File: src/rtl/simd_mac_unit_if.sv
// Request/response bundle between the core EXEC stage and the SIMD MAC.
// master issues requests and takes results; slave is the MAC itself.
interface simd_mac_unit_if #(
   parameter int XLEN = 32
);
   logic [1:0]      ctrl;
   logic [XLEN-1:0] a;
   logic [XLEN-1:0] b;
   logic            valid_in;
   logic            ready_in;
   logic            valid_out;
   logic            ready_out;
   logic [XLEN-1:0] result;
   logic            busy;
   logic            acc_ovf;

   modport master (
      output ctrl, a, b, valid_in, ready_out,
      input  ready_in, valid_out, result, busy, acc_ovf
   );

   modport slave (
      input  ctrl, a, b, valid_in, ready_out,
      output ready_in, valid_out, result, busy, acc_ovf
   );
endinterface

File: src/rtl/simd_mac_unit.sv
// Lane-serial SIMD multiply-accumulate unit with persistent accumulator.
// One shared multiplier walks the lanes; results leave via valid/ready.
module simd_mac_unit #(
   parameter int XLEN   = 32,
   parameter int LANE_W = 8
) (
   input logic            clk,
   input logic            rst,
   simd_mac_unit_if.slave bus
);
   localparam int LANES = XLEN / LANE_W;
   localparam int KW    = (LANES > 1) ? $clog2(LANES) : 1;
   localparam int PW    = (2 * LANE_W > XLEN) ? 2 * LANE_W : XLEN;

   localparam logic [1:0] OP_DOT    = 2'b00;
   localparam logic [1:0] OP_DOTACC = 2'b01;
   localparam logic [1:0] OP_VADDS  = 2'b10;
   localparam logic [1:0] OP_ACCRD  = 2'b11;

   if ((XLEN % LANE_W) != 0 ||
       !(LANE_W == 8 || LANE_W == 16 || LANE_W == 32)) begin : g_bad_cfg
      $error("simd_mac_unit: illegal XLEN/LANE_W combination");
   end

   typedef enum logic [1:0] {
      IDLE,
      RUN,
      FIN,
      DONE
   } state_e;

   state_e          state_q;
   logic [1:0]      ctrl_q;
   logic [XLEN-1:0] a_q;
   logic [XLEN-1:0] b_q;
   logic [KW-1:0]   k_q;
   logic [XLEN-1:0] sum_q;
   logic [XLEN-1:0] res_q;
   logic [XLEN-1:0] acc_q;
   logic            ovf_q;
   logic            rdy_q;
   logic            vld_q;
   logic            busy_q;

   logic signed [LANE_W-1:0]   la;
   logic signed [LANE_W-1:0]   lb;
   logic signed [2*LANE_W-1:0] prod;
   logic signed [PW-1:0]       prod_w;
   logic [XLEN-1:0]            sum_d;
   logic [LANE_W:0]            sadd;
   logic [LANE_W-1:0]          sat;
   logic [XLEN-1:0]            vres_d;
   logic [XLEN-1:0]            acc_d;
   logic                       ovf_d;

   always_comb begin
      la = '0;
      lb = '0;
      for (int i = 0; i < LANES; i++) begin
         if (k_q == KW'(i)) begin
            la = a_q[i*LANE_W +: LANE_W];
            lb = b_q[i*LANE_W +: LANE_W];
         end
      end
      // Full-width signed product; (-2^(n-1))^2 stays positive here
      prod   = (2*LANE_W)'(la) * (2*LANE_W)'(lb);
      prod_w = PW'(prod);
      sum_d  = sum_q + prod_w[XLEN-1:0];

      sadd = {la[LANE_W-1], la} + {lb[LANE_W-1], lb};
      sat  = sadd[LANE_W-1:0];
      if (sadd[LANE_W] != sadd[LANE_W-1]) begin
         sat = sadd[LANE_W] ? {1'b1, {(LANE_W-1){1'b0}}}
                            : {1'b0, {(LANE_W-1){1'b1}}};
      end
      vres_d = res_q;
      for (int i = 0; i < LANES; i++) begin
         if (k_q == KW'(i)) vres_d[i*LANE_W +: LANE_W] = sat;
      end

      acc_d = acc_q + sum_q;
      ovf_d = (acc_q[XLEN-1] == sum_q[XLEN-1]) &&
              (acc_d[XLEN-1] != acc_q[XLEN-1]);
   end

   always_ff @(posedge clk or posedge rst) begin
      if (rst) begin
         state_q <= IDLE;
         ctrl_q  <= '0;
         a_q     <= '0;
         b_q     <= '0;
         k_q     <= '0;
         sum_q   <= '0;
         res_q   <= '0;
         acc_q   <= '0;
         ovf_q   <= 1'b0;
         rdy_q   <= 1'b1;
         vld_q   <= 1'b0;
         busy_q  <= 1'b0;
      end else begin
         unique case (state_q)
            IDLE: begin
               if (bus.valid_in && rdy_q) begin
                  ctrl_q <= bus.ctrl;
                  a_q    <= bus.a;
                  b_q    <= bus.b;
                  busy_q <= 1'b1;
                  rdy_q  <= 1'b0;
                  if (bus.ctrl == OP_ACCRD) begin
                     res_q   <= acc_q;
                     acc_q   <= '0;
                     ovf_q   <= 1'b0;
                     vld_q   <= 1'b1;
                     state_q <= DONE;
                  end else begin
                     k_q     <= '0;
                     sum_q   <= '0;
                     res_q   <= '0;
                     state_q <= RUN;
                  end
               end
            end
            RUN: begin
               if (ctrl_q == OP_VADDS) res_q <= vres_d;
               else                    sum_q <= sum_d;
               k_q <= k_q + 1'b1;
               if (k_q == KW'(LANES - 1)) state_q <= FIN;
            end
            FIN: begin
               unique case (ctrl_q)
                  OP_DOT: res_q <= sum_q;
                  OP_DOTACC: begin
                     acc_q <= acc_d;
                     res_q <= acc_d;
                     if (ovf_d) ovf_q <= 1'b1;
                  end
                  default: ;
               endcase
               vld_q   <= 1'b1;
               state_q <= DONE;
            end
            DONE: begin
               if (bus.ready_out) begin
                  vld_q   <= 1'b0;
                  busy_q  <= 1'b0;
                  rdy_q   <= 1'b1;
                  state_q <= IDLE;
               end
            end
            default: state_q <= IDLE;
         endcase
      end
   end

   assign bus.ready_in  = rdy_q;
   assign bus.valid_out = vld_q;
   assign bus.result    = res_q;
   assign bus.busy      = busy_q;
   assign bus.acc_ovf   = ovf_q;
endmodule

File: src/flat_wrapper.sv
// flat-port wrapper written by rule: the top's interface ports become plain ports
module simd_mac_unit_flat 
#(
   parameter int XLEN   = 32,
   parameter int LANE_W = 8
)
  (clk, rst, bus_ctrl, bus_a, bus_b, bus_valid_in, bus_ready_out, bus_ready_in, bus_valid_out, bus_result, bus_busy, bus_acc_ovf);
  simd_mac_unit_if #(.XLEN(XLEN)) bus_i ();
  input logic clk;
  input logic rst;
  input wire logic [$bits(bus_i.ctrl)-1:0] bus_ctrl;
  input wire logic [$bits(bus_i.a)-1:0] bus_a;
  input wire logic [$bits(bus_i.b)-1:0] bus_b;
  input wire logic [$bits(bus_i.valid_in)-1:0] bus_valid_in;
  input wire logic [$bits(bus_i.ready_out)-1:0] bus_ready_out;
  output wire logic [$bits(bus_i.ready_in)-1:0] bus_ready_in;
  output wire logic [$bits(bus_i.valid_out)-1:0] bus_valid_out;
  output wire logic [$bits(bus_i.result)-1:0] bus_result;
  output wire logic [$bits(bus_i.busy)-1:0] bus_busy;
  output wire logic [$bits(bus_i.acc_ovf)-1:0] bus_acc_ovf;
  assign bus_i.ctrl = bus_ctrl;
  assign bus_i.a = bus_a;
  assign bus_i.b = bus_b;
  assign bus_i.valid_in = bus_valid_in;
  assign bus_i.ready_out = bus_ready_out;
  assign bus_ready_in = bus_i.ready_in;
  assign bus_valid_out = bus_i.valid_out;
  assign bus_result = bus_i.result;
  assign bus_busy = bus_i.busy;
  assign bus_acc_ovf = bus_i.acc_ovf;
  simd_mac_unit #(.XLEN(XLEN), .LANE_W(LANE_W)) u_core (.clk(clk), .rst(rst), .bus(bus_i));
endmodule
File: config.mk
export PLATFORM = sky130hd
export DESIGN_NAME = simd_mac_unit_flat
export DESIGN_NICKNAME = d
export VERILOG_FILES = /design/src/rtl/simd_mac_unit_if.sv /design/src/rtl/simd_mac_unit.sv /design/src/flat_wrapper.sv
export SDC_FILE = /design/constraint.sdc
export NUM_CORES = 1
export LEC_CHECK = 0
export CAP_MARGIN = 20
export CORE_UTILIZATION = 55
export DETAILED_ROUTE_END_ITERATION = 10
export GPL_ROUTABILITY_DRIVEN = 0
export HOLD_SLACK_MARGIN = 0.12
export PLACE_DENSITY = 0.75
export SLEW_MARGIN = 20
export SYNTH_ARGS = -nofsm -noshare
export SYNTH_HDL_FRONTEND = slang
export SYNTH_SLANG_ARGS = --single-unit
File: constraint.sdc
create_clock -name clk -period 9.1 [get_ports clk]
set_clock_uncertainty 0.15 [all_clocks]
set_input_delay 0.91 -clock clk [delete_from_list [all_inputs] [get_ports clk]]
set_output_delay 0.91 -clock clk [all_outputs]
set_load 0.02 [all_outputs]
==> flow_summary.toml, run 1 <==
[critical_path]
r2r_cells = 31
crit_buf_inv = 8
ff2ff_setup_slack_ps = 650
critical-path-top-delay-family = "adder cells"
max_stage_delay_ps = 620
critPathArrivalTime_ps = 8630
r2r_start = "u_core.k_q[0]$_DFFE_PP0P_"
critical_path_class = "reg -> reg"
crit_top_cell = "inv_1"
worstPathRequired_ps = 9280
cp.depth = 31
critPathLaunchType = "flop"
path_max_fanout = 22
crit_path_end_kind = "flop"
slowest_stage = "ha_1"
crit-reg2reg-capture = "u_core.sum_q[30]$_DFFE_PP0P_"
crit_start = "u_core.k_q[0]$_DFFE_PP0P_"

[finish]
seq_area_um2 = 4255
drive_above_1_share_pct = 9.709
antenna_cells = 0
multi_input_area_um2 = 8706
fin_util_pct = 64.78
filler_cell_count = 2012
syn_to_final_growth_pct = 15.22
nNetsFinal = 1874
layout_commonest_cell = "dfrtp_1"
final_cell_mix = "dfrtp_1, nand2_1, a21oi_1"

[grt]
grt_max_degree = 71
grt_pass1_wl_um = 59280
grt_pass1_vias = 11660
antenna_found_initial = 0
overflow = 0
grt_usage_pct = 29.18

[synth]
synth_area_um2 = 13670
ys_types = 69
synthFlopType = "dfrtp_1"
yosysSeqAreaShare_pct = 31.12
synthArstFlopShare_pct = 100.0
synth_edf_count = 0
synth-seq-cells = 170
yosysWarnings = 0
synth.net_count = 1779
syn_inst = 1540
avgSynthCellArea_um2 = 8.879

[clock_network]
postCtsSetupRepairBufs = 0
cts_tree = "yes"
cts.path.max_buffers = 2
cts_made_buffers = 17
hold_buffers = 0
clkSlewWorstSetupHoldPaths_ps = 70
clkLatencyLatePin_ps = 450
htree_levels = 4
cts_root_buf = "clkbuf_16"
cts.sinks = 170

[floorplan]
die_area_um2 = 25490
initial_utilization_pct = 56.22
boundaryPins = 106
rows = 57
dieWidth_um = 159.7
coreArea_um2 = 24320
die_y_um = 159.7

[placed_design]
hpwl_um = 27490
port_buffers = 105

[route]
vias_per_cell = 5.888
vias = 11610
routed_wl_um = 35700
drtIter0Drc = 823
drt_first_pass_iters = 5
drc_errors = 0
wl_per_cell_um = 18.10
ant_nets = 0

[flow_run]
maxCapViolCount = 0

[timing]
fin_setup_tns_ps = 0
post-route-period-util_pct = 92.89
max_freq_ghz = 0.1183
slew_headroom_pct = 32.50
period_needed_ps = 8453
finalHoldViolations = 0
tightest_slew_ps = 1013
setup_viol = 0
finalMaxSlewViolations = 0
rsz0062_at_grt = "false"

[hold_path]
hold_end = "u_core.bus.result[14]$_DFFE_PP0P_"
hold_class = "reg -> reg"
whs_path_depth = 1
hold_path.startpoint = "u_core.bus.result[14]$_DFFE_PP0P_"

[outcome]
status = "finished clean"
[metal layers]
metal / share of wire [%] / global-route usage, % / vias to the layer above
met4: 3.1 / 10.31 / 0
met5: 0 / 0 / -
met1: 42 / 37.56 / 5563
met2: 48 / 49.40 / 431
met3: 6.6 / 5.143 / 83
li1: - / - / 5535
[registers in the layout, indices dropped and copies added, names as in the netlist]
name and flops:
u_core.bus.acc_ovf 1, u_core.ctrl_q 2, u_core.bus.result 32, u_core.bus.ready_in 1, u_core.sum_q 32, u_core.acc_q 32
u_core.k_q 2, u_core.b_q 32, u_core.state_q 2, u_core.a_q 32, u_core.bus.busy 1, u_core.bus.valid_out 1
[metrics by stage]
step / cell area (um2) / hold slack (ps) / std cells / worst slack (ps)
after CTS: 15720 / 331.4 / 1972 / 300.1
after floorplan: 13670 / 328.1 / 1540 / 862.7
after global placement: 15140 / 311.1 / 1940 / 538.9
final: 15750 / 328.0 / 1972 / 646.6
after detailed placement: 15140 / 315.7 / 1940 / 339.5
after global routing: 15750 / 349.9 / 1972 / 0.9441
[cell families (layout without fill, tap and decap cells)]
family | count (synthesis) | count (layout) | synth area share [%]
AO/OA/AOI/OAI | 457 | 457 | 21.13
multiplexers | 80 | 80 | 6.460
AND/OR/NAND/NOR | 378 | 378 | 11.71
XOR/XNOR | 76 | 76 | 4.868
buffers and inverters | 204 | 312 | 5.619
adder cells (fa/ha/maj) | 175 | 175 | 19.09
flip-flops | 170 | 170 | 31.12
[area by class of cell]
cell class / count / area share [%]
well taps: 324 / 2.573
clock inverters: 15 / 0.9610
multi-input cells: 1166 / 55.26
clock buffers: 17 / 2.700
repair buffers: 131 / 7.910
flip-flops and latches: 170 / 27.01
inverters: 149 / 3.582
[Yosys cell counts, drive strengths merged, types with 4 or more instances]
master | number | share of area (%)
xor2 | 31 | 2.0
o221ai | 4 | 0.30
o31ai | 26 | 1.4
nor2b | 12 | 0.55
xnor2 | 45 | 2.9
buf | 5 | 0.16
nand3 | 22 | 0.81
a21o | 27 | 1.5
maj3 | 6 | 0.44
a31oi | 9 | 0.41
a221oi | 5 | 0.37
o41ai | 4 | 0.39
mux2i | 14 | 1.0
clkbuf | 50 | 1.4
mux2 | 66 | 5.4
o211ai | 4 | 0.26
a21oi | 164 | 6.1
o21ai | 115 | 4.2
nand2b | 10 | 0.46
a22o | 26 | 1.7
ha | 111 | 10
a22oi | 5 | 0.31
fa | 58 | 8.5
nand2 | 161 | 4.4
a211oi | 15 | 0.93
o21bai | 9 | 0.49
nor2 | 135 | 3.7
o21ba | 7 | 0.51
dfrtp | 169 | 31
o21a | 14 | 0.77
nor3b | 4 | 0.22
or3 | 4 | 0.22
nor3 | 14 | 0.59
and3 | 7 | 0.32
a21boi | 5 | 0.27
inv | 148 | 4.1
[how the worst max path moves through the flow]
stage,endpoint,slack [ps]
finish,u_core.sum_q[30]$_DFFE_PP0P_,650
global route,u_core.sum_q[25]$_DFFE_PP0P_,0.9
CTS,u_core.sum_q[25]$_DFFE_PP0P_,300
detailed placement,u_core.sum_q[25]$_DFFE_PP0P_,340
global placement,u_core.sum_q[25]$_DFFE_PP0P_,540
floorplan,u_core.sum_q[25]$_DFFE_PP0P_,860
[what timing repair did]
item / in CTS / in global routing
endpoints found under the hold margin: 0 / 0
gates resized for setup: 0 / 7
setup endpoints to repair: 0 / 11
Power of run 1 is not shown: default switching activity piles up to over one toggle a cycle in this logic, so the estimate is an artifact.
==> run 2: changes to the inputs <==
CELL_PAD_IN_SITES_DETAIL_PLACEMENT = 0   (was unset)
CELL_PAD_IN_SITES_GLOBAL_PLACEMENT = 2   (was unset)
CORE_UTILIZATION = 37   (was 55)
PLACE_DENSITY = unset   (was 0.75)
PLACE_DENSITY_LB_ADDON = 0.1   (was unset)
==> run 2 against run 1 <==
Effect of this change:
- first-iteration DRC count shrank 32%
- routed wire length grew 13%
- register-to-register slack gained 96 ps
- utilization shrank 21 points
- cell area grew 1.8%
- critical path depth grew 7
- die area grew 48%
- non-clock buffer count grew 6
- maximum frequency grew 1.1%
- clock-buffer cell count is the same
- worst hold slack lost 2.3 ps
- largest cell class unchanged
==> flow_summary.toml, run 2 (synthesis results as in run 1) <==
[outcome]
status = "finished clean"

[floorplan]
rows = 70
dieWidth_um = 194.2
die_area_um2 = 37730
die_y_um = 194.2
coreArea_um2 = 36520
boundaryPins = 106
initial_utilization_pct = 37.44

[grt]
grt_pass1_wl_um = 64430
overflow = 0
grt_max_degree = 71
grt_usage_pct = 22.21
antenna_found_initial = 1
grt_pass1_vias = 11450

[finish]
layout_commonest_cell = "dfrtp_1"
syn_to_final_growth_pct = 17.26
fin_util_pct = 43.90
multi_input_area_um2 = 8711
final_cell_mix = "dfrtp_1, nand2_1, a21oi_1"
seq_area_um2 = 4255
drive_above_1_share_pct = 10.04
filler_cell_count = 3637
nNetsFinal = 1880

[clock_network]
clkLatencyLatePin_ps = 460
clkSlewWorstSetupHoldPaths_ps = 80
cts_root_buf = "clkbuf_16"
cts.sinks = 170
cts.path.max_buffers = 2
cts_made_buffers = 17
cts_tree = "yes"
htree_levels = 4

[critical_path]
critical_path_class = "reg -> reg"
path_max_fanout = 17
critPathLaunchType = "flop"
slowest_stage = "fa_1"
worstPathRequired_ps = 9270
ff2ff_setup_slack_ps = 740
crit_top_cell = "a21oi_1"
crit-reg2reg-capture = "u_core.sum_q[25]$_DFFE_PP0P_"
critPathArrivalTime_ps = 8520
crit_start = "u_core.k_q[0]$_DFFE_PP0P_"
r2r_cells = 38
max_stage_delay_ps = 540
r2r_start = "u_core.k_q[0]$_DFFE_PP0P_"
crit_path_end_kind = "flop"

[timing]
finalMaxSlewViolations = 0
slew_headroom_pct = 26.38
max_freq_ghz = 0.1197
finalHoldViolations = 0
setup_ws_ps = 742.5
setup_viol = 0
tightest_slew_ps = 1100
post-route-period-util_pct = 91.84
rsz0062_at_grt = "false"
period_needed_ps = 8358

[route]
vias = 11200
routed_wl_um = 40320
ant_nets = 0
wl_per_cell_um = 18.99
drc_errors = 0
drt_first_pass_iters = 5
drtIter0Drc = 557
vias_per_cell = 5.276

[hold_path]
hold_end = "u_core.bus.result[11]$_DFFE_PP0P_"
hold_path.startpoint = "u_core.bus.result[11]$_DFFE_PP0P_"
whs_path_depth = 2
hold_class = "reg -> reg"

[flow_run]
maxCapViolCount = 0

[placed_design]
hpwl_um = 31190
dp_slack_ps = -102.7
port_buffers = 105
-- run 2: cell types whose count changed in the layout (fill, tap and decap cells not counted), sizes merged --
| cell | before | now |
|---|---|---|
| buf | 26 | 32 |
| inv | 156 | 154 |
| clkinvlp | 1 | 2 |
| bufinv | 0 | 1 |
| diode | 0 | 1 |
-- run 2: layout make-up --
cell class	instances	share of cell area (%)
diodes	1	0.01561
clock buffers	17	2.653
clock inverters	15	1.233
inverters	149	3.520
multi-input cells	1166	54.33
flip-flops and latches	170	26.54
well taps	468	3.652
repair buffers	137	8.054
-- run 2: critical path, delay by kind of cell (launching register included) --
kind	cells	cell delay [ps]
fa+ha+maj	8	3130
xor+xnor	2	410
flops	1	450
compound gates	17	3050
buf+inv	5	540
simple gates	6	490
-- run 2: worst max path at each step --
stage / end / slack [ps] / depth (start not counted)
finish: u_core.sum_q[25]$_DFFE_PP0P_ / 740 / 38
global route: u_core.sum_q[25]$_DFFE_PP0P_ / 90 / 38
CTS: u_core.sum_q[25]$_DFFE_PP0P_ / 120 / 38
detailed placement: u_core.sum_q[25]$_DFFE_PP0P_ / -100 / 37
global placement: u_core.sum_q[25]$_DFFE_PP0P_ / 30 / 37
floorplan: u_core.sum_q[25]$_DFFE_PP0P_ / 860 / 35
-- run 2: what timing repair did --
item | 4_1_cts | 5_1_grt
setup buffers | 0 | 0
endpoints found under the setup margin | 2 | 9
gates cloned | 0 | 0
gates resized for setup | 1 | 5
hold buffers | 0 | 0
-- run 2: metal layers --
metal | vias to the layer above | global-route usage, % | wire [um]
li1 | 5544 | - | -
met1 | 5447 | 29.18 | 18810
met2 | 181 | 38.29 | 19760
met3 | 30 | 3.009 | 1148
met4 | 0 | 5.761 | 605
met5 | - | 0 | 0
-- run 2: per-stage QoR --
stage / area, um2 / hold slack (ps) / instances / TNS (ps)
6_report: 16030 / 325.7 / 2123 / 0
5_1_grt: 16030 / 348.4 / 2122 / 0
4_1_cts: 16010 / 331.0 / 2122 / 0
3_5_place_dp: 15380 / 315.1 / 2090 / -197.5
2_1_floorplan: 13670 / 328.1 / 1540 / 0
3_3_place_gp: 15380 / 310.5 / 2090 / 0
Power of run 2 is left out for the same reason.
